<file path="config.mk">
export PLATFORM = sky130hd
export DESIGN_NAME = updown_counter_param_flat
export DESIGN_NICKNAME = d
export VERILOG_FILES = /design/src/rtl/updown_counter_param_if.sv /design/src/rtl/updown_counter_param.sv /design/src/flat_wrapper.sv
export SDC_FILE = /design/constraint.sdc
export NUM_CORES = 1
export LEC_CHECK = 0
export CAP_MARGIN = 25
export CELL_PAD_IN_SITES_DETAIL_PLACEMENT = 1
export CELL_PAD_IN_SITES_GLOBAL_PLACEMENT = 2
export CORE_MARGIN = 5
export CORE_UTILIZATION = 33
export DETAILED_ROUTE_END_ITERATION = 7
export GPL_TIMING_DRIVEN = 1
export PLACE_DENSITY_LB_ADDON = 0.1
export RECOVER_POWER = 50
export SLEW_MARGIN = 15
export SYNTH_ARGS = -nofsm -noshare
export SYNTH_HDL_FRONTEND = slang
export SYNTH_SLANG_ARGS = --single-unit
export TNS_END_PERCENT = 10
</file>
<file path="constraint.sdc">
create_clock -name clk -period 3.23 [get_ports clk]
set_input_delay 0.646 -clock clk [delete_from_list [all_inputs] [get_ports clk]]
set_output_delay 0.646 -clock clk [all_outputs]
set_load 0.05 [all_outputs]
</file>
<file path="src/rtl/updown_counter_param_if.sv">
// -----------------------------------------------------------------------------
// updown_counter_param_if
// Groups the control inputs and status outputs of updown_counter_param.
//   master : drives en, updown, wrap_mode, load, load_val; observes count,
//            led, wrap_pulse, tick
//   slave  : the counter itself (mirror of master)
// clk and reset are deliberately kept outside as plain module ports.
// -----------------------------------------------------------------------------
interface updown_counter_param_if #(
   parameter int WIDTH = 8
);
   logic             en;
   logic             updown;
   logic             wrap_mode;
   logic             load;
   logic [WIDTH-1:0] load_val;
   logic [WIDTH-1:0] count;
   logic             led;
   logic             wrap_pulse;
   logic             tick;

   modport master (
      output en, updown, wrap_mode, load, load_val,
      input  count, led, wrap_pulse, tick
   );

   modport slave (
      input  en, updown, wrap_mode, load, load_val,
      output count, led, wrap_pulse, tick
   );
endinterface

</file>
<file path="src/rtl/updown_counter_param.sv">
// -----------------------------------------------------------------------------
// updown_counter_param
// Up/down counter over [MIN_VAL..MAX_VAL] with an internal clock-enable
// prescaler (one step every DIV clk cycles while en=1), saturate or wrap
// behaviour at the limits, clamped parallel load and limit indication.
// Ports:
//   clk    : single clock, everything on posedge
//   reset  : synchronous, active-high, highest priority
//   bus    : updown_counter_param_if.slave
//            en, updown, wrap_mode, load, load_val (in)
//            count, led, wrap_pulse (registered out), tick (combinational out)
// -----------------------------------------------------------------------------
module updown_counter_param #(
   parameter int WIDTH   = 8,
   parameter int MIN_VAL = 0,
   parameter int MAX_VAL = 255,
   parameter int DIV     = 1_000_000,
   parameter int DIV_W   = 25
) (
   input  logic                   clk,
   input  logic                   reset,
   updown_counter_param_if.slave  bus
);

   // Range limits held one bit wider than the count so +1 / -1 never overflow.
   localparam logic [WIDTH:0]   MIN_X      = (WIDTH+1)'(MIN_VAL);
   localparam logic [WIDTH:0]   MAX_X      = (WIDTH+1)'(MAX_VAL);
   localparam logic [DIV_W-1:0] PRESC_LAST = DIV_W'(DIV - 1);

   logic [WIDTH-1:0] count_q, count_d;
   logic [DIV_W-1:0] presc_q, presc_d;
   logic             led_q, led_d;
   logic             wrap_q, wrap_d;
   logic             tick_s;
   logic [WIDTH:0]   count_x_s;
   logic [WIDTH:0]   load_x_s;
   logic [WIDTH:0]   load_lo_s;
   logic [WIDTH:0]   load_clamped_s;

   assign tick_s    = bus.en && (presc_q == PRESC_LAST);
   assign count_x_s = {1'b0, count_q};
   assign load_x_s  = {1'b0, bus.load_val};

   // Clamp the load value into range: raise to MIN first, then cap at MAX.
   always_comb begin
      load_lo_s      = (load_x_s > MIN_X) ? load_x_s : MIN_X;
      load_clamped_s = (load_lo_s < MAX_X) ? load_lo_s : MAX_X;
   end

   // Next-state logic: load beats a step; without a tick only the prescaler moves.
   always_comb begin
      count_d = count_q;
      presc_d = presc_q;
      led_d   = led_q;
      wrap_d  = 1'b0;
      if (bus.load) begin
         count_d = load_clamped_s[WIDTH-1:0];
         presc_d = {DIV_W{1'b0}};
         led_d   = 1'b0;
      end else begin
         if (bus.en) begin
            presc_d = tick_s ? {DIV_W{1'b0}} : (presc_q + DIV_W'(1));
         end else begin
            presc_d = presc_q;
         end
         if (tick_s) begin
            if (bus.updown) begin
               if (count_x_s < MAX_X) begin
                  count_d = count_q + WIDTH'(1);
                  led_d   = 1'b0;
               end else if (bus.wrap_mode) begin
                  count_d = MIN_X[WIDTH-1:0];
                  wrap_d  = 1'b1;
                  led_d   = 1'b0;
               end else begin
                  led_d   = 1'b1;
               end
            end else begin
               if (count_x_s > MIN_X) begin
                  count_d = count_q - WIDTH'(1);
                  led_d   = 1'b0;
               end else if (bus.wrap_mode) begin
                  count_d = MAX_X[WIDTH-1:0];
                  wrap_d  = 1'b1;
                  led_d   = 1'b0;
               end else begin
                  led_d   = 1'b1;
               end
            end
         end else begin
            led_d = led_q;
         end
      end
   end

   // State registers with synchronous active-high reset.
   always_ff @(posedge clk) begin
      if (reset) begin
         count_q <= MIN_X[WIDTH-1:0];
         presc_q <= {DIV_W{1'b0}};
         led_q   <= 1'b0;
         wrap_q  <= 1'b0;
      end else begin
         count_q <= count_d;
         presc_q <= presc_d;
         led_q   <= led_d;
         wrap_q  <= wrap_d;
      end
   end

   assign bus.count      = count_q;
   assign bus.led        = led_q;
   assign bus.wrap_pulse = wrap_q;
   assign bus.tick       = tick_s;

endmodule

</file>
<file path="src/flat_wrapper.sv">
// flat-port wrapper written by rule: the top's interface ports become plain ports
module updown_counter_param_flat 
#(
   parameter int WIDTH   = 8,
   parameter int MIN_VAL = 0,
   parameter int MAX_VAL = 255,
   parameter int DIV     = 1_000_000,
   parameter int DIV_W   = 25
)
  (clk, reset, bus_en, bus_updown, bus_wrap_mode, bus_load, bus_load_val, bus_count, bus_led, bus_wrap_pulse, bus_tick);
  updown_counter_param_if #(.WIDTH(WIDTH)) bus_i ();
  input  logic clk;
  input  logic reset;
  input wire logic [$bits(bus_i.en)-1:0] bus_en;
  input wire logic [$bits(bus_i.updown)-1:0] bus_updown;
  input wire logic [$bits(bus_i.wrap_mode)-1:0] bus_wrap_mode;
  input wire logic [$bits(bus_i.load)-1:0] bus_load;
  input wire logic [$bits(bus_i.load_val)-1:0] bus_load_val;
  output wire logic [$bits(bus_i.count)-1:0] bus_count;
  output wire logic [$bits(bus_i.led)-1:0] bus_led;
  output wire logic [$bits(bus_i.wrap_pulse)-1:0] bus_wrap_pulse;
  output wire logic [$bits(bus_i.tick)-1:0] bus_tick;
  assign bus_i.en = bus_en;
  assign bus_i.updown = bus_updown;
  assign bus_i.wrap_mode = bus_wrap_mode;
  assign bus_i.load = bus_load;
  assign bus_i.load_val = bus_load_val;
  assign bus_count = bus_i.count;
  assign bus_led = bus_i.led;
  assign bus_wrap_pulse = bus_i.wrap_pulse;
  assign bus_tick = bus_i.tick;
  updown_counter_param #(.WIDTH(WIDTH), .MIN_VAL(MIN_VAL), .MAX_VAL(MAX_VAL), .DIV(DIV), .DIV_W(DIV_W)) u_core (.clk(clk), .reset(reset), .bus(bus_i));
endmodule
</file>
==> impl_metrics.toml <==
[sta]
setup_viol = 0
fin_setup_tns_ns = 0
fmax_ghz = 0.334
worstMarginPinSlew_ns = 0.495
slew_headroom_pct = 66.5
fin_crit_ns = 2.99
timing.hold.ws_ns = 0.514
skew_ns = 0.00467
maxSlewViolCount = 0
finalHoldViolCount = 0
rsz0062_at_grt = "no"
final.period_utilization_pct = 92.6

[cts]
cts.repair.resized = 0
clk_path_buf_depth = 2
post_cts_buffers = 0
cts_made_buffers = 5
holdBufCountCts = 0
clk_latency_ns = 0.28
cts_root_buffer = "clkbuf_8"
path_clk_slew_ns = 0.07
clock-sinks = 35
htreeDepth = 2
tritoncts = "done"

[route]
wire_per_inst_um = 15.1
ant_nets = 0
vias = 1786
first_pass_iters = 4
drt_iter0_drc = 48
vias_per_cell = 5.18
wl_um = 5200
drc = 0

[grt]
grt_pass1_vias = 1807
grt_use_total_pct = 14.7
grt_pass1_wl_um = 9010
overflow = 0
grt_max_degree = 24
antenna_found_initial = 0

[yosys]
yosys_warnings = 0
syn_nets = 259
yosysSeqAreaShare_pct = 34.5
syn_inst = 241
synthFlopType = "dfxtp_1"
synth_cell_types = 54
synth_area_per_cell_um2 = 8.43
async_reset_ff_share_pct = 0
synth_area_mm2 = 0.00203
synth_edf_count = 0
ys_seq_elements = 35

[layout]
seq_area_um2 = 701
nets = 287
fillers = 738
multiInputGateArea_mm2 = 0.00118
drive_gt1_share_pct = 10.4
final_cell_mix = "dfxtp_1 (35), nor2_1 (33), nand2_1 (20), xor2_1 (20), nand3_1 (15)"
diodes = 0
final_common_cell = "dfxtp_1"
syn_to_final_growth_pct = 19.9

[critical_path]
cp_top_family = "simple AND/OR/NAND/NOR gates"
max_stage_delay_ns = 0.55
crit_buf_inv = 3
crit_path_end_kind = "output port"
worstPathCellList = "dlygate4sd3_1 -> nand4_1 -> or2_0 -> or3_1 -> inv_1 -> buf_12"
critPathLaunchType = "input port"
critPathRequiredTime_ns = 2.58
crit_path_top_delay_cell = "dlygate4sd3_1"
cp.arrival_ns = 2.34
setup.worst_path.class = "in -> out"
regToRegSetupSlack_ns = 0.74
crit_fanout = 6

[flow_run]
maxCapViolations = 0

[power]
ir_worst_vdd_v = 0.000219
leakage_nw = 0.915
pwr_density_cell_mw_per_mm2 = 387

[floorplanning]
fp.dieH_um = 88.4
fp.dieW_um = 88.4
core_area_mm2 = 0.00596
ioPinCount = 25
dieArea_mm2 = 0.00782
core.rowCount = 28
initial_core_util_pct = 34.1

[place]
io_buffers = 24
routabilityCongestion = 0.772
hpwl_um = 3890

[outcome]
status = "finished clean"

[worst_hold_path]
min_path_type = "reg -> reg"
==> path summary, 6_finish.rpt <==
path                  startpoint                  end  cells past startpoint
min reg2reg   u_core.presc_q[18]   u_core.presc_q[18]                      2
max reg2reg  u_core.bus.count[0]  u_core.bus.count[5]                      8
min           u_core.presc_q[18]   u_core.presc_q[18]                      2
max                       bus_en             bus_tick                      6
==> cells by family (layout without fill, tap and decap cells) <==
family | after synthesis | in the layout | share of synthesized area (%)
XOR/XNOR | 26 | 26 | 11.2
adder cells (fa/ha/maj) | 4 | 4 | 2.46
AND/OR/NAND/NOR | 117 | 117 | 30.5
flip-flops | 35 | 35 | 34.5
buffers and inverters | 23 | 52 | 7.58
AO/OA/AOI/OAI | 33 | 33 | 12.3
multiplexers | 3 | 3 | 1.48
==> through the flow <==
stage | instances | setup slack, ns | instance area, um2 | utilization (%) | total power [W]
6_report | 345 | 0.239 | 2430 | 40.9 | 0.000943
5_1_grt | 345 | 0.157 | 2430 | 40.9 | 0.000985
4_1_cts | 345 | 0.313 | 2440 | 41.0 | 0.000962
3_5_place_dp | 337 | 0.235 | 2340 | 39.3 | 0.000603
3_3_place_gp | 337 | 0.298 | 2340 | 39.3 | 0.000603
2_1_floorplan | 241 | 0.603 | 2030 | - | 0.000552
==> synth_stat cells, drive strengths merged, types with 4 or more instances <==
cell type | number | share of area [%]
nor3 | 6 | 1.5
xor2 | 20 | 8.6
inv | 8 | 1.5
and3 | 10 | 3.1
ha | 4 | 2.5
dfxtp | 35 | 35
nor2 | 34 | 6.4
nand2 | 20 | 3.7
a2111oi | 4 | 2.1
o21ai | 5 | 1.2
clkbuf | 9 | 3.6
nand4 | 8 | 2.5
buf | 5 | 2.0
a21oi | 9 | 2.8
xnor2 | 6 | 2.6
nand3 | 15 | 3.7
==> per-layer routing <==
layer  GRT usage [%]  vias to the layer above  wire, um
li1                -                      910         -
met1            22.0                      847      2790
met2            21.5                       24      2160
met3            2.98                        5       212
met4            3.30                        0        38
met5               0                        -         0
==> area by class of cell <==
class	count	share of cell area (%)
Clock buffer	8	4.11
Timing Repair Buffer	36	13.7
Sequential cell	35	28.8
Tap cell	75	3.85
Inverter	8	1.23
Multi-Input combinational cell	183	48.3
==> tightest hold or removal path: stages, from the launching register on <==
cell	delay, ns
dfxtp_1	0.34
xor2_1	0.07
nor2_1	0.07
==> report_power, final <==
| part | total, W | switching (W) | leakage, nW | internal (W) |
|---|---|---|---|---|
| clock | 0.000354 | 0.000159 | 0.0515 | 0.000195 |
| combinational | 0.000139 | 0.0000808 | 0.580 | 0.0000585 |
| sequential | 0.000450 | 0.0000112 | 0.284 | 0.000438 |
==> flip-flops by register name, summed over array words and instances, names as in the netlist <==
signal and count:
u_core.bus.count 8, u_core.bus.led 1, u_core.bus.wrap_pulse 1, u_core.presc_q 25
Note: power is estimated with default switching activity, not from simulation.
